**config.mk**
```make
export PLATFORM = sky130hd
export DESIGN_NAME = lcd_renderizador
export DESIGN_NICKNAME = d
export VERILOG_FILES = /design/src/rtl/lcd_renderizador.sv
export SDC_FILE = /design/constraint.sdc
export NUM_CORES = 1
export LEC_CHECK = 0
export CAP_MARGIN = 20
export CELL_PAD_IN_SITES_DETAIL_PLACEMENT = 1
export CELL_PAD_IN_SITES_GLOBAL_PLACEMENT = 1
export CORE_MARGIN = 5
export CORE_UTILIZATION = 45
export DETAILED_ROUTE_END_ITERATION = 8
export PLACE_DENSITY_LB_ADDON = 0.2
export SYNTH_ARGS = -nofsm -noshare
export SYNTH_HDL_FRONTEND = slang
export SYNTH_SLANG_ARGS = --single-unit
```
**constraint.sdc**
```tcl
create_clock -name clk -period 4.4 [get_ports clk]
set_input_delay 0.66 -clock clk [delete_from_list [all_inputs] [get_ports clk]]
set_output_delay 0.66 -clock clk [all_outputs]
set_load 0.03 [all_outputs]
```
**src/rtl/lcd_renderizador.sv**
```systemverilog
// HD44780 renderer: runs the LCD power-on/init sequence, then on each send pulse
// formats the latched opcode, register index and signed result as two 16-char lines.
module lcd_renderizador #(
  parameter int T_POWERON = 1000000,
  parameter int T_E       = 12,
  parameter int T_CMD     = 2500,
  parameter int T_CLR     = 100000
) (
  input  logic        clk,
  input  logic        rst_n,
  input  logic        btn_send,
  input  logic [2:0]  op_selc,
  input  logic [3:0]  logger,
  input  logic [15:0] result,
  output logic        busy,
  output logic [7:0]  lcd_data,
  output logic        lcd_rs,
  output logic        lcd_rw,
  output logic        lcd_e
);

  localparam int CW = $clog2(T_POWERON + T_E + T_CMD + T_CLR + 16 + 1);
  localparam logic [CW-1:0] CNT_ONE      = CW'(1);
  localparam logic [CW-1:0] POWERON_LAST = CW'(T_POWERON - 1);
  localparam logic [CW-1:0] E_LAST       = CW'(T_E - 1);
  localparam logic [CW-1:0] CMD_LAST     = CW'(T_CMD - 1);
  localparam logic [CW-1:0] CLR_LAST     = CW'(T_CLR - 1);
  localparam logic [CW-1:0] CONV_LAST    = CW'(15);

  typedef enum logic [2:0] {S_POWERON, S_INIT, S_IDLE, S_CONV, S_WRITE} state_t;
  typedef enum logic [1:0] {PH_SETUP, PH_EHIGH, PH_ELOW} phase_t;

  state_t        state_q;
  phase_t        phase_q;
  logic [CW-1:0] cnt_q;
  logic [5:0]    idx_q;
  logic [2:0]    op_q, sh_op_q;
  logic [3:0]    lg_q, sh_lg_q;
  logic [15:0]   res_q, sh_res_q;
  logic          pending_q;
  logic [15:0]   bin_q;
  logic [19:0]   bcd_q;
  logic          busy_q, e_q, rs_q;
  logic [7:0]    data_q;

  function automatic logic [7:0] init_byte(input logic [5:0] idx);
    case (idx)
      6'd0:    init_byte = 8'h38;
      6'd1:    init_byte = 8'h0C;
      6'd2:    init_byte = 8'h06;
      default: init_byte = 8'h01;
    endcase
  endfunction

  function automatic logic [31:0] mnemonic(input logic [2:0] op);
    case (op)
      3'd0:    mnemonic = "LOAD";
      3'd1:    mnemonic = "ADD ";
      3'd2:    mnemonic = "ADDI";
      3'd3:    mnemonic = "SUB ";
      3'd4:    mnemonic = "SUBI";
      3'd5:    mnemonic = "MUL ";
      3'd6:    mnemonic = "CLR ";
      default: mnemonic = "DPL ";
    endcase
  endfunction

  function automatic logic [7:0] line1_char(input logic [3:0] col, input logic [2:0] op,
                                            input logic [3:0] lg);
    logic [31:0] m;
    m = mnemonic(op);
    case (col)
      4'd0:    line1_char = m[31:24];
      4'd1:    line1_char = m[23:16];
      4'd2:    line1_char = m[15:8];
      4'd3:    line1_char = m[7:0];
      4'd5:    line1_char = 8'h5B;
      4'd6:    line1_char = 8'h30 + {7'd0, lg[3]};
      4'd7:    line1_char = 8'h30 + {7'd0, lg[2]};
      4'd8:    line1_char = 8'h30 + {7'd0, lg[1]};
      4'd9:    line1_char = 8'h30 + {7'd0, lg[0]};
      4'd10:   line1_char = 8'h5D;
      default: line1_char = 8'h20;
    endcase
  endfunction

  function automatic logic [7:0] line2_char(input logic [3:0] col, input logic neg,
                                            input logic [19:0] bcd);
    case (col)
      4'd0:    line2_char = neg ? 8'h2D : 8'h2B;
      4'd1:    line2_char = 8'h30 + {4'd0, bcd[19:16]};
      4'd2:    line2_char = 8'h30 + {4'd0, bcd[15:12]};
      4'd3:    line2_char = 8'h30 + {4'd0, bcd[11:8]};
      4'd4:    line2_char = 8'h30 + {4'd0, bcd[7:4]};
      4'd5:    line2_char = 8'h30 + {4'd0, bcd[3:0]};
      default: line2_char = 8'h20;
    endcase
  endfunction

  // {rs, data} at frame position idx: 0x80, 16 chars, 0xC0, 16 chars
  function automatic logic [8:0] frame_byte(input logic [5:0] idx, input logic [2:0] op,
                                            input logic [3:0] lg, input logic neg,
                                            input logic [19:0] bcd);
    logic [5:0] c1, c2;
    c1 = idx - 6'd1;
    c2 = idx - 6'd18;
    if (idx == 6'd0)       frame_byte = 9'h080;
    else if (idx < 6'd17)  frame_byte = {1'b1, line1_char(c1[3:0], op, lg)};
    else if (idx == 6'd17) frame_byte = 9'h0C0;
    else                   frame_byte = {1'b1, line2_char(c2[3:0], neg, bcd)};
  endfunction

  // Negation is done in 17 bits so that 0x8000 yields 32768
  function automatic logic [15:0] magnitude(input logic [15:0] v);
    logic [16:0] sext;
    sext = {v[15], v};
    if (v[15]) sext = ~sext + 17'd1;
    magnitude = sext[15:0];
  endfunction

  logic [19:0]   bcd_adj;
  logic [35:0]   dd_shift;
  logic [5:0]    idx_next, last_idx;
  logic [8:0]    next_byte;
  logic [CW-1:0] low_last;
  logic [2:0]    src_op;
  logic [3:0]    src_lg;
  logic [15:0]   src_res;
  logic          in_byte_state, last_byte_done, do_load;

  always_comb begin
    bcd_adj = bcd_q;
    for (int i = 0; i < 5; i++) begin
      if (bcd_q[4*i +: 4] >= 4'd5) bcd_adj[4*i +: 4] = bcd_q[4*i +: 4] + 4'd3;
    end
    dd_shift = {bcd_adj, bin_q} << 1;

    idx_next  = idx_q + 6'd1;
    last_idx  = (state_q == S_INIT) ? 6'd3 : 6'd33;
    next_byte = (state_q == S_INIT) ? {1'b0, init_byte(idx_next)}
                                    : frame_byte(idx_next, op_q, lg_q, res_q[15], bcd_q);
    low_last  = (data_q == 8'h01 && !rs_q) ? CLR_LAST : CMD_LAST;

    // A pulse arriving on the very cycle a frame ends beats the older shadow copy
    src_op  = btn_send ? op_selc : sh_op_q;
    src_lg  = btn_send ? logger  : sh_lg_q;
    src_res = btn_send ? result  : sh_res_q;

    in_byte_state  = (state_q == S_INIT) || (state_q == S_WRITE);
    last_byte_done = in_byte_state && (phase_q == PH_ELOW) && (cnt_q == low_last) &&
                     (idx_q == last_idx);
    do_load = ((state_q == S_IDLE) && btn_send) ||
              (last_byte_done && (btn_send || pending_q));
  end

  always_ff @(posedge clk or negedge rst_n) begin
    if (!rst_n) begin
      state_q   <= S_POWERON;
      phase_q   <= PH_SETUP;
      cnt_q     <= '0;
      idx_q     <= '0;
      op_q      <= '0;
      lg_q      <= '0;
      res_q     <= '0;
      sh_op_q   <= '0;
      sh_lg_q   <= '0;
      sh_res_q  <= '0;
      pending_q <= 1'b0;
      bin_q     <= '0;
      bcd_q     <= '0;
      busy_q    <= 1'b1;
      e_q       <= 1'b0;
      rs_q      <= 1'b0;
      data_q    <= '0;
    end else begin
      if (btn_send && state_q != S_IDLE) begin
        sh_op_q   <= op_selc;
        sh_lg_q   <= logger;
        sh_res_q  <= result;
        pending_q <= 1'b1;
      end

      case (state_q)
        S_POWERON: begin
          if (cnt_q == POWERON_LAST) begin
            state_q <= S_INIT;
            cnt_q   <= '0;
            idx_q   <= '0;
            data_q  <= init_byte(6'd0);
            rs_q    <= 1'b0;
            phase_q <= PH_SETUP;
          end else begin
            cnt_q <= cnt_q + CNT_ONE;
          end
        end
        S_IDLE: ;
        S_CONV: begin
          {bcd_q, bin_q} <= dd_shift;
          if (cnt_q == CONV_LAST) begin
            state_q <= S_WRITE;
            cnt_q   <= '0;
            idx_q   <= '0;
            data_q  <= 8'h80;
            rs_q    <= 1'b0;
            phase_q <= PH_SETUP;
          end else begin
            cnt_q <= cnt_q + CNT_ONE;
          end
        end
        default: begin
          case (phase_q)
            PH_SETUP: begin
              e_q     <= 1'b1;
              cnt_q   <= '0;
              phase_q <= PH_EHIGH;
            end
            PH_EHIGH: begin
              if (cnt_q == E_LAST) begin
                e_q     <= 1'b0;
                cnt_q   <= '0;
                phase_q <= PH_ELOW;
              end else begin
                cnt_q <= cnt_q + CNT_ONE;
              end
            end
            default: begin
              if (cnt_q == low_last) begin
                cnt_q <= '0;
                if (idx_q == last_idx) begin
                  state_q <= S_IDLE;
                  busy_q  <= 1'b0;
                end else begin
                  idx_q           <= idx_next;
                  {rs_q, data_q}  <= next_byte;
                  phase_q         <= PH_SETUP;
                end
              end else begin
                cnt_q <= cnt_q + CNT_ONE;
              end
            end
          endcase
        end
      endcase

      if (do_load) begin
        op_q      <= src_op;
        lg_q      <= src_lg;
        res_q     <= src_res;
        bin_q     <= magnitude(src_res);
        bcd_q     <= '0;
        cnt_q     <= '0;
        pending_q <= 1'b0;
        busy_q    <= 1'b1;
        state_q   <= S_CONV;
      end
    end
  end

  assign busy     = busy_q;
  assign lcd_data = data_q;
  assign lcd_rs   = rs_q;
  assign lcd_rw   = 1'b0;
  assign lcd_e    = e_q;

endmodule

```
Yosys cells after proc, flatten, opt, wreduce, memory -nomap -nowiden. Cells that the tools add are included.

Register bits: 126. Input bits: 26. Output and inout port bits: 12. Word-level logic and storage cells: 199.

$add $sub $neg: 19. Order comparisons: 6. Equality and inequality tests: 49. Muxes and demuxes: 72. Bitwise logic cells: 3. Reductions and logical operators: 33.

Operators with widths (number): one-hot mux 29 bit (7 select lines) (1); 2-to-1 mux 21 bit (5); one-hot mux 8 bit (10 select lines) (1); 2-to-1 mux 16 bit (4); one-hot mux 21 bit (3 select lines) (1); equality test 21 x 4 -> 1 bit (second input constant) (2); one-hot mux 21 bit (2 select lines) (1); one-hot mux 7 bit (6 select lines) (1); 2-to-1 mux 20 bit (2); 2-to-1 mux 8 bit (5); 2-to-1 mux 6 bit (6); 2-to-1 mux 9 bit (4); one-hot mux 6 bit (3 select lines) (2); adder 6 x 4 -> 7 bit (first input constant) (5); adder 6 x 1 -> 7 bit (first input constant) (4); 2-to-1 mux 3 bit (9); one-hot mux 8 bit (3 select lines) (1); adder 21 x 1 -> 21 bit (second input constant) (1); equality test 21 x 17 -> 1 bit (1); equality test 21 x 20 -> 1 bit (second input constant) (1); equality test 4 x 3 -> 1 bit (second input constant) (5); >= comparator 4 x 3 -> 1 bit (second input constant) (5); 2-to-1 mux 4 bit (5); AND reduction 6 bit (3); 53 further kinds (107).

Logic depth before layout (Yosys ltp).
Depth in word-level cells: 12. Gate-level depth with buffers: 13.

Worst setup path after synthesis. Ideal clock, no wire load.

Kind: register to register. Start point: reg idx_q[1]. End point: reg data_q[3], in the netlist lcd_data[3]. Library setup time: 0.064 ns. Arrival: 3.319 ns. Required time: 4.336 ns. Slack: 1.017 ns. Cell stages (with the launch flop): 14. Buffers on the path: 3. Period minus slack after synthesis: 3.383 ns. Cell sequence: dfrtp_1 -> ha_1 -> clkbuf_1 -> clkbuf_1 -> xnor2_1 -> ha_1 -> inv_1 -> or3_1 -> and2_1 -> clkbuf_1 -> o311a_1 -> a311o_1 -> a211oi_1 -> a21o_1.

Cells in the longest elaborated chain, start to end: 12. Elaborated cells between the ends (all ways): 38. Classes of those cells: add/sub: 3; order compare: 1; eq/ne: 19; mux: 11; reduce/logical: 4.

RTL lines: start: declaration (line 36) `logic [5:0] idx_q;`; start signal: assignment (line 233) `idx_q <= idx_next;`; adder 6 x 1 -> 6 bit (line 138) `idx_next = idx_q + 6'd1;`; subtractor 4 x 2 -> 4 bit (line 106) `c2 = idx - 6'd18;`; equality test 4 x 3 -> 1 bit (tied with other cells) (line 89) `case (col)`; one-hot mux 7 bit (6 select lines) (line 89); 2-to-1 mux 9 bit (line 109) `else if (idx == 6'd17) frame_byte = 9'h0C0;`; 2-to-1 mux 9 bit (line 108) `else if (idx < 6'd17) frame_byte = {1'b1, line1_char(c1[3:0], op, lg)};`; 2-to-1 mux 9 bit (line 107) `if (idx == 6'd0) frame_byte = 9'h080;`; 2-to-1 mux 9 bit (line 140) `next_byte = (state_q == S_INIT) ? {1'b0, init_byte(idx_next)}`; 2-to-1 mux 8 bit (line 229) `if (idx_q == last_idx) begin`; 2-to-1 mux 8 bit (line 227) `if (cnt_q == low_last) begin`; 2-to-1 mux 8 bit (line 211) `case (phase_q)`; one-hot mux 8 bit (3 select lines) (line 183) `case (state_q)`; end signal: assignment (line 189) `data_q <= init_byte(6'd0);`; end signal: assignment (line 234) `{rs_q, data_q} <= next_byte;`; end: declaration (line 44) `logic [7:0] data_q;`.

Several ways; a longest one is shown, not always the timed one. The select of a mux whose other input is x is not followed. A chain may end at the register's enable or synchronous reset.

Worst setup path in the final report.
Start point: reg idx_q[0]. End point: reg data_q[3], in the netlist lcd_data[3].

The elaborated chain is that of the path after synthesis.

==> metrics.cfg <==
[critical_path]
crit_path_max_incr_delay_ns=0.74
path_max_fanout=23
crit_chain=ha_1 -> buf_4 -> xnor2_1 -> ha_1 -> inv_1 -> or3_1 -> and2_1 -> o311a_1 -> a311o_1 -> a211oi_1 -> a21o_1
cp_common_cell=ha_1
crit_start=idx_q[0]
crit_family=compound AO/OA/AOI/OAI gates
required_ns=4.70
critPathArrivalTime_ns=3.87
cpMaxStageDelayCell=dfrtp_1
crit_type=reg2reg
cp_num_buf_inv=2
startpoint_type=flip-flop
regToRegStartpoint=idx_q[0]
end_kind=flip-flop

[finish]
antennaDiodeCount=0
fillers=1915
area.growth.synth_to_final_pct=10.61
fin_cells=1050
layout_commonest_cell=dfrtp_1
drive_gt1_share_pct=7.794
nNetsFinal=874
post-route-util_pct=50.83
mostFrequentLayoutCells=dfrtp_1 (110), nand2_1 (69), o21ai_0 (64)

[sta]
max_freq_ghz=0.2804
max_slew_margin_pct=32.79
setup_viol=0
min_period_ns=3.567
period_share_pct=81.06
fin_ws_ns=0.8332
hold_slack_ns=0.3409
maxSlewViolCount=0
clock_skew_ns=0.007391
tightest_slew_ns=1.006
rsz0062_at_grt=false
finalHoldViolCount=0
setup_tns_ns=0

[floorplanning]
initial_core_util_pct=45.95
design.portCount=38
die_area_um2=18870
die_w_um=137.4
core_area_um2=15890
die_y_um=137.4
fp-row-count=46

[yosys]
async_flop_share_pct=100.0
synth_top_family_by_area=compound AO/OA/AOI/OAI gates
synth_edf_count=0
synthAdderAreaFrac_pct=3.257
netlist_area_um2=7300
muxShareOfSynthArea_pct=8.690
synth_compound_area_share_pct=21.24
ys_types=77
ys_ff_latch=111
yosys_warnings=0
synthSimpleGateAreaFrac_pct=20.21
avgSynthCellArea_um2=8.816
ys_seq_area_share_pct=38.07
syn_inst=828
synthXorXnorAreaFrac_pct=3.840
synth_top_flop_cell=dfrtp_1
syn_nets=873

[global_route]
antenna_found_initial=0
grt_max_degree=52
grtUsageMet3_pct=3.251
grt_overflow=0
grtUsageMet2_pct=39.07
grt_pass1_wl_um=34920
first_global_vias=6754
grtUsageMet1_pct=29.89
busiest_layer=met2
track_usage_pct=22.94

[placement]
hpwl_um=15110
routabilityCongestion=0.8800
port_buffers=36
dp_cells=1034
dp_slack_ns=0.8943

[clocking]
htreeDepth=3
ctsResizeCount=0
clkLatencyLatePin_ns=0.36
postCtsHoldBufs=0
clock_sinks=111
root_buffer=clkbuf_16
cts_setup_buffers=0
cts_tree=yes
clockBufferDepth=2
path_clk_slew_ns=0.08
cts_buffers=9

[detailed_routing]
drt_pass1_iterations=5
avgRoutedWirePerCell_um=19.83
viasPerCell=6.198
drc=0
ant_nets=0
drtIter0Drc=418
vias=6508
totalWireLength_um=20820

[power_and_ir_drop]
power_density_nw_per_um2=257.7
p_int_mw=1.564
p_sw_uw=516.7
peakVddDrop_mv=0.1776
p_sw_share_pct=24.84
pwr-share-comb_pct=7.7
leakage_nw=3.486
clkPwrFrac_pct=41.5
seqPwrFrac_pct=50.7

[status]
status=completed

[job]
maxCapViolations=0

[worst_hold_path]
holdCritPathClass=in2async

-- Yosys cell counts, types with 6 or more instances --
library cell	instances	area (um2)
mux2_2	27	304.0
a221o_1	15	150.1
nor2_1	61	229.0
a31oi_1	15	93.84
nor3_1	25	125.1
and3_1	13	81.33
nand3_1	45	225.2
ha_1	19	237.7
a21oi_1	46	230.2
xnor2_1	24	210.2
nor4_1	7	43.79
o21ai_1	8	40.04
nand2_1	69	259.0
nand4_1	10	62.56
or3_1	9	56.30
xor2_1	8	70.07
o31ai_1	8	60.06
nand2b_1	11	68.82
buf_2	16	80.08
mux2i_1	33	330.3
nor2b_1	7	43.79
inv_1	27	101.4
clkbuf_1	31	116.4
o21ai_0	64	320.3
dfrtp_1	110	2753
a21o_1	6	45.04
nor3b_1	9	67.56
a22oi_1	6	45.04
-- state kept, by name (all words and copies together), names as in the netlist, 4 cells and up --
signal,count
bcd_q,20
bin_q,16
sh_res_q,16
lg_q,4
cnt_q,21
idx_q,6
lcd_data,8
sh_lg_q,4
-- final timing paths --
check                         endpoint  slack, ns  depth (start not counted)
max in group asynchronous    bin_q[12]       3.17                          2
min in group clk            sh_lg_q[1]       0.51                          1
setup reg to reg           lcd_data[3]       0.83                         11
hold / removal               cnt_q[18]       0.34                          1
setup / recovery           lcd_data[3]       0.83                         11
hold reg to reg             sh_lg_q[1]       0.51                          1
-- cell families after synthesis --
family	Yosys count
other	1
XOR/XNOR	32
AO/OA/AOI/OAI	232
multiplexers	60
adder cells (fa/ha/maj)	19
AND/OR/NAND/NOR	292
flip-flops	111
buffers and inverters	81
-- power groups by stage --
stage          registers [mW]  logic (mW)  clock network (mW)
3_3_place_gp             1.07       0.157                   0
3_5_place_dp             1.08       0.163                   0
5_1_grt                  1.06       0.179               0.928
6_report                 1.06       0.160               0.864
4_1_cts                  1.06       0.164               0.876
2_1_floorplan            1.07      0.0955                   0
-- cell type report --
class | instances | area, um2 | share of cell area (%)
clock buffer | 9 | 225.2 | 2.789
clock inverter | 7 | 80.08 | 0.9918
inverter | 27 | 101.3 | 1.255
multi-input combinational | 636 | 4205 | 52.08
sequential | 111 | 2779 | 34.42
tap | 216 | 270.3 | 3.347
timing repair buffer | 44 | 412.9 | 5.114
-- through the flow --
step | instance area [um2] | total power, mW
6_report | 8074 | 2.080
5_1_grt | 8074 | 2.166
4_1_cts | 8074 | 2.096
3_5_place_dp | 7769 | 1.239
3_3_place_gp | 7769 | 1.230
2_1_floorplan | 7300 | 1.167
-- metal layers --
metal	routed length (um)	vias to the layer above
met5	0	-
met4	459	0
met3	587	39
met2	10370	120
met1	9402	3284
li1	-	3065
(Power assumes the default switching activity.)
